[config.mk]
export PLATFORM = sky130hd
export DESIGN_NAME = fetch_stage
export DESIGN_NICKNAME = d
export VERILOG_FILES = /design/src/rtl/fetch_stage.sv
export SDC_FILE = /design/constraint.sdc
export NUM_CORES = 1
export LEC_CHECK = 0
export BUFFER_PORTS_ARGS = -buffer_cell sky130_fd_sc_hd__buf_2
export CORE_AREA = 5 5 143 145
export DETAILED_ROUTE_END_ITERATION = 10
export DIE_AREA = 0 0 148 150
export GPL_ROUTABILITY_DRIVEN = 0
export PLACE_DENSITY_LB_ADDON = 0.15
export SLEW_MARGIN = 5
export SYNTH_ARGS = -nofsm -noshare
export SYNTH_HDL_FRONTEND = slang
export SYNTH_SLANG_ARGS = --single-unit
[constraint.sdc]
create_clock -name clk -period 5.96 [get_ports clk]
set_input_delay 0.596 -clock clk [delete_from_list [all_inputs] [get_ports clk]]
set_output_delay 0.596 -clock clk [all_outputs]
set_load 0.1 [all_outputs]
[src/rtl/fetch_stage.sv]
// Instruction-fetch stage: owns the PC, issues word fetches to instruction
// memory (one request outstanding at most), and presents {instruction, pc}
// to decode through an IF/ID register backed by a one-entry skid buffer.
//
// Ports:
//   clk, rst_n                 clock / async active-low reset
//   IF_imem_req_o/addr_o       fetch request and word-aligned address
//   IF_imem_ready_i            memory accepts the request this cycle
//   IF_imem_rvalid_i/rdata_i   in-order fetch response
//   ID_stall_i                 decode holds its input
//   ID_PCSrc_i                 redirect request from decode
//   ID_branch_target_addr_i    redirect target
//   IF_instruction_o/pc_o      instruction and its PC for decode
//   IF_valid_o                 output pair is a real fetched instruction
module fetch_stage #(
  parameter int unsigned              DATA_WIDTH = 32,
  parameter logic [DATA_WIDTH-1:0]    RESET_PC   = '0,
  parameter logic [DATA_WIDTH-1:0]    NOP_INSTR  = DATA_WIDTH'(32'h0000_0013)
) (
  input  logic                  clk,
  input  logic                  rst_n,
  output logic                  IF_imem_req_o,
  output logic [DATA_WIDTH-1:0] IF_imem_addr_o,
  input  logic                  IF_imem_ready_i,
  input  logic                  IF_imem_rvalid_i,
  input  logic [DATA_WIDTH-1:0] IF_imem_rdata_i,
  input  logic                  ID_stall_i,
  input  logic                  ID_PCSrc_i,
  input  logic [DATA_WIDTH-1:0] ID_branch_target_addr_i,
  output logic [DATA_WIDTH-1:0] IF_instruction_o,
  output logic [DATA_WIDTH-1:0] IF_pc_o,
  output logic                  IF_valid_o
);

  typedef enum logic [1:0] {
    S_REQ     = 2'd0,
    S_WAIT    = 2'd1,
    S_DISCARD = 2'd2
  } state_e;

  state_e                state_q, state_d;
  logic                  rst_done_q;
  logic [DATA_WIDTH-1:0] pc_q, pc_d;
  logic [DATA_WIDTH-1:0] pend_pc_q, pend_pc_d;
  logic                  out_valid_q, out_valid_d;
  logic [DATA_WIDTH-1:0] out_instr_q, out_instr_d;
  logic [DATA_WIDTH-1:0] out_pc_q, out_pc_d;
  logic                  skid_valid_q, skid_valid_d;
  logic [DATA_WIDTH-1:0] skid_instr_q, skid_instr_d;
  logic [DATA_WIDTH-1:0] skid_pc_q, skid_pc_d;

  logic                  req_c;
  logic                  accept_c;
  logic                  redirect_c;
  logic                  deliver_c;
  logic [DATA_WIDTH-1:0] target_c;

  // Requests stay off until the first edge after reset release and while the skid is full.
  assign req_c      = rst_done_q && (state_q == S_REQ) && !skid_valid_q;
  assign accept_c   = req_c && IF_imem_ready_i;
  assign redirect_c = ID_PCSrc_i && !ID_stall_i;
  assign deliver_c  = (state_q == S_WAIT) && IF_imem_rvalid_i && !redirect_c;
  assign target_c   = ID_branch_target_addr_i & ~DATA_WIDTH'(3);

  // State register
  always_ff @(posedge clk or negedge rst_n) begin
    if (!rst_n) begin
      state_q <= S_REQ;
    end else begin
      state_q <= state_d;
    end
  end

  // Next-state logic; a redirect turns any accepted or outstanding fetch stale.
  always_comb begin
    state_d = state_q;
    case (state_q)
      S_REQ: begin
        if (accept_c) state_d = redirect_c ? S_DISCARD : S_WAIT;
      end
      S_WAIT: begin
        if (IF_imem_rvalid_i) state_d = S_REQ;
        else if (redirect_c)  state_d = S_DISCARD;
      end
      S_DISCARD: begin
        if (IF_imem_rvalid_i) state_d = S_REQ;
      end
      default: state_d = S_REQ;
    endcase
  end

  // Datapath next values: PC, pending PC, IF/ID register and skid buffer.
  always_comb begin
    pc_d         = pc_q;
    pend_pc_d    = pend_pc_q;
    out_valid_d  = out_valid_q;
    out_instr_d  = out_instr_q;
    out_pc_d     = out_pc_q;
    skid_valid_d = skid_valid_q;
    skid_instr_d = skid_instr_q;
    skid_pc_d    = skid_pc_q;

    // Redirect wins over the increment.
    if (redirect_c) begin
      pc_d = target_c;
    end else if (accept_c) begin
      pc_d = pc_q + DATA_WIDTH'(4);
    end
    if (accept_c) pend_pc_d = pc_q;

    if (redirect_c) begin
      out_valid_d  = 1'b0;
      out_instr_d  = NOP_INSTR;
      out_pc_d     = '0;
      skid_valid_d = 1'b0;
    end else if (!ID_stall_i) begin
      // Skid entry is older than any new delivery (they cannot coincide anyway).
      if (skid_valid_q) begin
        out_valid_d  = 1'b1;
        out_instr_d  = skid_instr_q;
        out_pc_d     = skid_pc_q;
        skid_valid_d = 1'b0;
      end else if (deliver_c) begin
        out_valid_d = 1'b1;
        out_instr_d = IF_imem_rdata_i;
        out_pc_d    = pend_pc_q;
      end else begin
        out_valid_d = 1'b0;
        out_instr_d = NOP_INSTR;
        out_pc_d    = '0;
      end
    end else if (deliver_c) begin
      // Stalled: an empty output slot may still be filled, otherwise park in the skid.
      if (!out_valid_q) begin
        out_valid_d = 1'b1;
        out_instr_d = IF_imem_rdata_i;
        out_pc_d    = pend_pc_q;
      end else begin
        skid_valid_d = 1'b1;
        skid_instr_d = IF_imem_rdata_i;
        skid_pc_d    = pend_pc_q;
      end
    end
  end

  // Datapath registers
  always_ff @(posedge clk or negedge rst_n) begin
    if (!rst_n) begin
      rst_done_q   <= 1'b0;
      pc_q         <= RESET_PC;
      pend_pc_q    <= '0;
      out_valid_q  <= 1'b0;
      out_instr_q  <= NOP_INSTR;
      out_pc_q     <= '0;
      skid_valid_q <= 1'b0;
      skid_instr_q <= '0;
      skid_pc_q    <= '0;
    end else begin
      rst_done_q   <= 1'b1;
      pc_q         <= pc_d;
      pend_pc_q    <= pend_pc_d;
      out_valid_q  <= out_valid_d;
      out_instr_q  <= out_instr_d;
      out_pc_q     <= out_pc_d;
      skid_valid_q <= skid_valid_d;
      skid_instr_q <= skid_instr_d;
      skid_pc_q    <= skid_pc_d;
    end
  end

  assign IF_imem_req_o    = req_c;
  assign IF_imem_addr_o   = pc_q;
  assign IF_instruction_o = out_instr_q;
  assign IF_pc_o          = out_pc_q;
  assign IF_valid_o       = out_valid_q;

endmodule

# [Word level (Yosys, flattened, before mapping)]
# Index checks and enable logic that the tools add are counted.
[classes] add_sub_neg=1 n_mul=0 div=0 n_lt_le_gt_ge=0 n_eq_ne=8 shifts=0 mux=29 bitwise=1 reduce_logical=15
[ops] operator="$mux W32" count=14
[ops] operator="$add A32 B3 Y32 const B" count=1
[ops] operator="$mux W2" count=5
[ops] operator="$mux W1" count=9
[ops] operator="$logic_and A1 B1 Y1" count=6
[ops] operator="$ne A3 B1 Y1 const B" count=2
[ops] operator="$pmux W2 S3" count=1
[ops] operator="$ne A2 B2 Y1 const B" count=2
[ops] operator="$reduce_and A2 Y1" count=2
[ops] operator="$reduce_and A4 Y1" count=1
[ops] operator="$logic_not A1 Y1" count=3
[ops] operator="$ne A3 B2 Y1 const B" count=1
[ops] operator="$ne A3 B3 Y1 const B" count=1
[ops] operator="$reduce_and A3 Y1" count=1
[ops] operator="$eq A2 B1 Y1 const B" count=1
[ops] operator="$eq A2 B2 Y1 const B" count=1
[ops] operator="$logic_not A2 Y1" count=1
[ops] operator="$reduce_bool A2 Y1" count=1
[ops] operator="$not A1 Y1" count=1
[totals] regBits=197 latch_bits=0 mem_bits_rw=0 mem_bits_ro=0 wordCells=64 memories=0

# [Depth between registers and ports, before layout]
[depth] word_depth=8 mapped_depth=7 ltp_nobuf=5

# [Least setup slack after synthesis]
# OpenSTA, ideal clock, no wires.
[synth_timing] path_kind="flip-flop to flip-flop" start="register skid_valid_q" end="register pend_pc_q[19]" setup_time_ns=0.126 arrival_ns=2.576 required_ns=5.834 setup_slack_ns=3.258 stages_incl_launch_ff=7 path_buffers=2 cell_sequence="dfrtp_1 or4b_4 buf_6 inv_1 nand2_1 clkbuf_1 mux2_2"
[synth_between] elab_chain_cells=3
[synth_rtl] element="start: declaration" line="48" text="logic skid_valid_q, skid_valid_d;"
[synth_rtl] element="start signal: assignment" line="165" text="skid_valid_q <= skid_valid_d;"
[synth_rtl] element="$logic_not A1 Y1" line="59" text="assign req_c = rst_done_q && (state_q == S_REQ) && !skid_valid_q;"
[synth_rtl] element="$logic_and A1 B1 Y1" line="59"
[synth_rtl] element="net IF_imem_req_o" line="22" text="output logic IF_imem_req_o,"
[synth_rtl] element="$logic_and A1 B1 Y1" line="60" text="assign accept_c = req_c && IF_imem_ready_i;"
[synth_rtl] element="end signal: assignment" line="161" text="pend_pc_q <= pend_pc_d;"
[synth_rtl] element="end: declaration" line="44" text="logic [DATA_WIDTH-1:0] pend_pc_q, pend_pc_d;"
# The timed path passes the listed nets, and every way through them passes these cells.
# A chain may end at the register's enable or synchronous reset.

# [Worst setup path in the final report]
[layout_timing] start="register state_q[1]" end="register pc_q[27], in the netlist IF_imem_addr_o[27]"
[layout_between] elab_chain_cells=5
[layout_rtl] element="start: declaration" line="41" text="state_e state_q, state_d;"
[layout_rtl] element="start signal: assignment" line="70" text="state_q <= state_d;"
[layout_rtl] element="$logic_not A2 Y1" line="59"
[layout_rtl] element="$logic_and A1 B1 Y1 (2 in a row)" line="59"
[layout_rtl] element="$logic_and A1 B1 Y1" line="60"
[layout_rtl] element="$reduce_bool A2 Y1 (no line)"
[layout_rtl] element="end signal: assignment" line="160" text="pc_q <= pc_d;"
[layout_rtl] element="end: declaration" line="43" text="logic [DATA_WIDTH-1:0] pc_q, pc_d;"
# Every way passes these cells.

==> summary.txt <==
Timing
  • Period utilization: 45.2%
  • RSZ-0062 raised after global routing: false
  • Endpoints failing hold: 0
  • Min Tclk post-route: 2.69 ns
  • Worst Tran Pin Value: 1.20 ns
  • Maximum clock frequency: 371 MHz
  • Relative slew slack: 19.5%
  • Max Slew Vio Count: 0
  • Clock Skew: 0.00823 ns
  • TNS Setup: 0 ns
  • Setup violators final: 0

Power
  • Maximum VDD drop: 0.213 mV
  • Sw Ratio: 36.2%
  • NetSw: 1.40 mW
  • Seq pwr share: 43.6%
  • Design internal power: 2.47 mW
  • PwrDens: 387 nW/µm²
  • Leakage: 4.57 nW
  • Clock power share: 30.1%
  • Comb power frac: 26.4%

Logic synthesis
  • Mapped Avg Cell Area: 12.4 µm²
  • Synth Warn #: 0
  • Async set-or-reset flop fraction in the synthesized netlist: 100%
  • Synth Flop Type: dfrtp_1
  • Synth Instances: 673
  • Cell variety after synth: 52
  • Synthesized cell area: 8380 µm²
  • Synth Register Bits: 190
  • Library cell with the largest summed area after synthesis: dfrtp_1
  • EDFF count, synth: 0
  • Post-synthesis sequential area ratio: 56.8%
  • Synth top area share: 55.9%
  • Top area cells in the synthesized netlist: dfrtp_1, mux2_2, mux2i_1, o2bb2ai_1, clkbuf_1

Routing
  • Vias/cell: 5.60
  • Residual DRC: 0
  • Routed WL: 20700 µm
  • DR iter-0 viols: 260
  • DR vias: 5980
  • Iteration count of the initial detailed-routing pass: 4
  • Routed wire per std cell: 19.4 µm
  • Remaining antenna violation count: 0

Worst setup path
  • Required @ worst endpoint: 6.30 ns
  • Worst path max stage delay: 0.85 ns
  • Critical Path Sink Type: flip-flop
  • CP Data Arrival Time: 3.04 ns
  • Cell chain of the critical path: or4b_4, or4_1, or4_1, a31oi_1
  • Highest net fanout along the worst path: 17
  • Critical Path Start Type: flip-flop
  • Worst path slowest cell: or4_1
  • Critical path class: flip-flop to flip-flop
  • Critical path's most frequent cell: or4_1

Clocking
  • CTS tree: done
  • H-tree depth: 4
  • Clk buf depth: 2
  • Clk root buf: clkbuf_16
  • Post-CTS setup buffers: 0
  • TritonCTS buffer count: 17
  • CTS Hold Bufs: 0
  • Clock latency on the worst-skew pair: 0.42 ns
  • Worst-path clk slew: 0.07 ns
  • Post-cts sizing count: 0
  • CTS sink cnt: 190

Layout
  • Final Net Count: 888
  • Layout Utilization: 52.5%
  • Filler cell count: 1673
  • Most common cell after layout, fill and taps aside: dfrtp_1
  • Most frequent cells in the layout: dfrtp_1, buf_2, mux2_2
  • ANT cells: 0
  • Share of cells above drive strength 1: 36.7%
  • Syn-to-layout area delta: 19.5%

Global routing
  • Pin count of the biggest net entering global routing: 125
  • Global-route wire length before repair: 33500 µm
  • Vias in the first global route: 6244
  • Remaining Overflow, GRT: 0
  • Initial antenna violation count: 0
  • GRT Total Usage: 19.0%

Min path
  • Worst Hold Class: input pin to async pin

Floorplanning
  • Die Wd: 148 µm
  • Row cnt: 51
  • Core footprint: 19100 µm²
  • Die area: 22200 µm²
  • IO Count: 168
  • Die height: 150 µm
  • Starting Density: 43.9%

Placement
  • Post-DP HPWL: 14000 µm
  • Buffers on Ports: 163

Outcome
  • Outcome: finished clean

Run
  • Max-cap violation count: 0
[metrics by stage]
step | hold WS [ns] | instance area, µm² | power, mW | std cells | setup slack (ns)
after global routing | 0.382 | 10000 | 4.05 | 1068 | 3.17
after floorplan | 0.300 | 8380 | 2.49 | 674 | 3.26
after global placement | 0.466 | 9400 | 2.70 | 1036 | 3.32
after CTS | 0.360 | 10000 | 3.92 | 1068 | 3.27
final | 0.317 | 10000 | 3.87 | 1068 | 3.27
after detailed placement | 0.469 | 9400 | 2.74 | 1036 | 3.29
[layout make-up]
cell class / count / area (µm²) / share of cell area, %
repair buffers: 172 / 892 / 8.91
flip-flops and latches: 190 / 4760 / 47.5
multi-input cells: 424 / 3410 / 34.0
clock inverters: 12 / 161 / 1.61
clock buffers: 20 / 447 / 4.46
inverters: 12 / 45.0 / 0.450
well taps: 238 / 298 / 2.98
[cells in the mapped netlist (all sizes together) (10+ instances only)]
cell type,number
dfrtp,187
mux2,86
mux2i,60
o2bb2ai,59
clkbuf,38
nand2,33
nor2,21
o21ai,21
a31oi,17
nand3,14
inv,12
nand4,12
buf,10
or4,10
[critical path, delay by kind of cell, from the launching register on]
kind | cells | cell delay [ns]
AOI/OAI and AO/OA | 1 | 0.17
DFF | 1 | 0.41
and+or+nand+nor | 3 | 2.04
[power by group through the flow]
stage / clock, mW / combinational, mW / sequential, mW
after global placement: 0 / 1.01 / 1.69
final: 1.16 / 1.02 / 1.68
after floorplan: 0 / 0.348 / 2.14
after global routing: 1.25 / 1.09 / 1.72
after detailed placement: 0 / 1.03 / 1.71
after CTS: 1.20 / 1.03 / 1.68
[routing by layer]
| layer | track usage [%] | up-vias | share of wire [%] |
|---|---|---|---|
| met3 | 3.27 | 26 | 4.2 |
| met1 | 25.9 | 3003 | 46 |
| met2 | 30.7 | 158 | 48 |
| met4 | 7.25 | 0 | 2.2 |
| met5 | 0 | - | 0 |
| li1 | - | 2793 | - |
[path summary, 6_finish.rpt]
| path | from | endpoint | slack, ns | cells after the start |
|---|---|---|---|---|
| min in group clk | ID_branch_target_addr_i[5] | IF_imem_addr_o[5]$_DFFE_PN0P_ | 0.38 | 3 |
| max | state_q[1]$_DFFE_PN0P_ | IF_imem_addr_o[27]$_DFFE_PN0P_ | 3.27 | 4 |
| max reg2reg | state_q[1]$_DFFE_PN0P_ | IF_imem_addr_o[27]$_DFFE_PN0P_ | 3.27 | 4 |
| max in group asynchronous | rst_n | skid_pc_q[29]$_DFFE_PN0P_ | 4.15 | 2 |
| min | rst_n | IF_pc_o[7]$_DFFE_PN0P_ | 0.32 | 1 |
| min reg2reg | IF_pc_o[29]$_DFFE_PN0P_ | IF_pc_o[29]$_DFFE_PN0P_ | 0.48 | 1 |
[cell families after synthesis]
group / count (synthesis) / share of synthesized area [%]
xor gates and xnor gates: 6 / 0.627
AOI/OAI and AO/OA: 131 / 11.8
muxes: 146 / 18.7
adders and majority gates: 1 / 0.149
other: 2 / 0.0896
and+or+nand+nor: 137 / 8.75
buffers and inverters: 60 / 3.05
DFF: 190 / 56.8
[registers in the layout, indices dropped and copies added (netlist names)]
name              flops
IF_imem_addr_o       30
IF_instruction_o     32
IF_pc_o              31
IF_valid_o            1
pend_pc_q            30
rst_done_q            1
skid_instr_q         32
skid_pc_q            30
skid_valid_q          1
state_q               2
No activity file was read; power rests on OpenSTA's default activity.
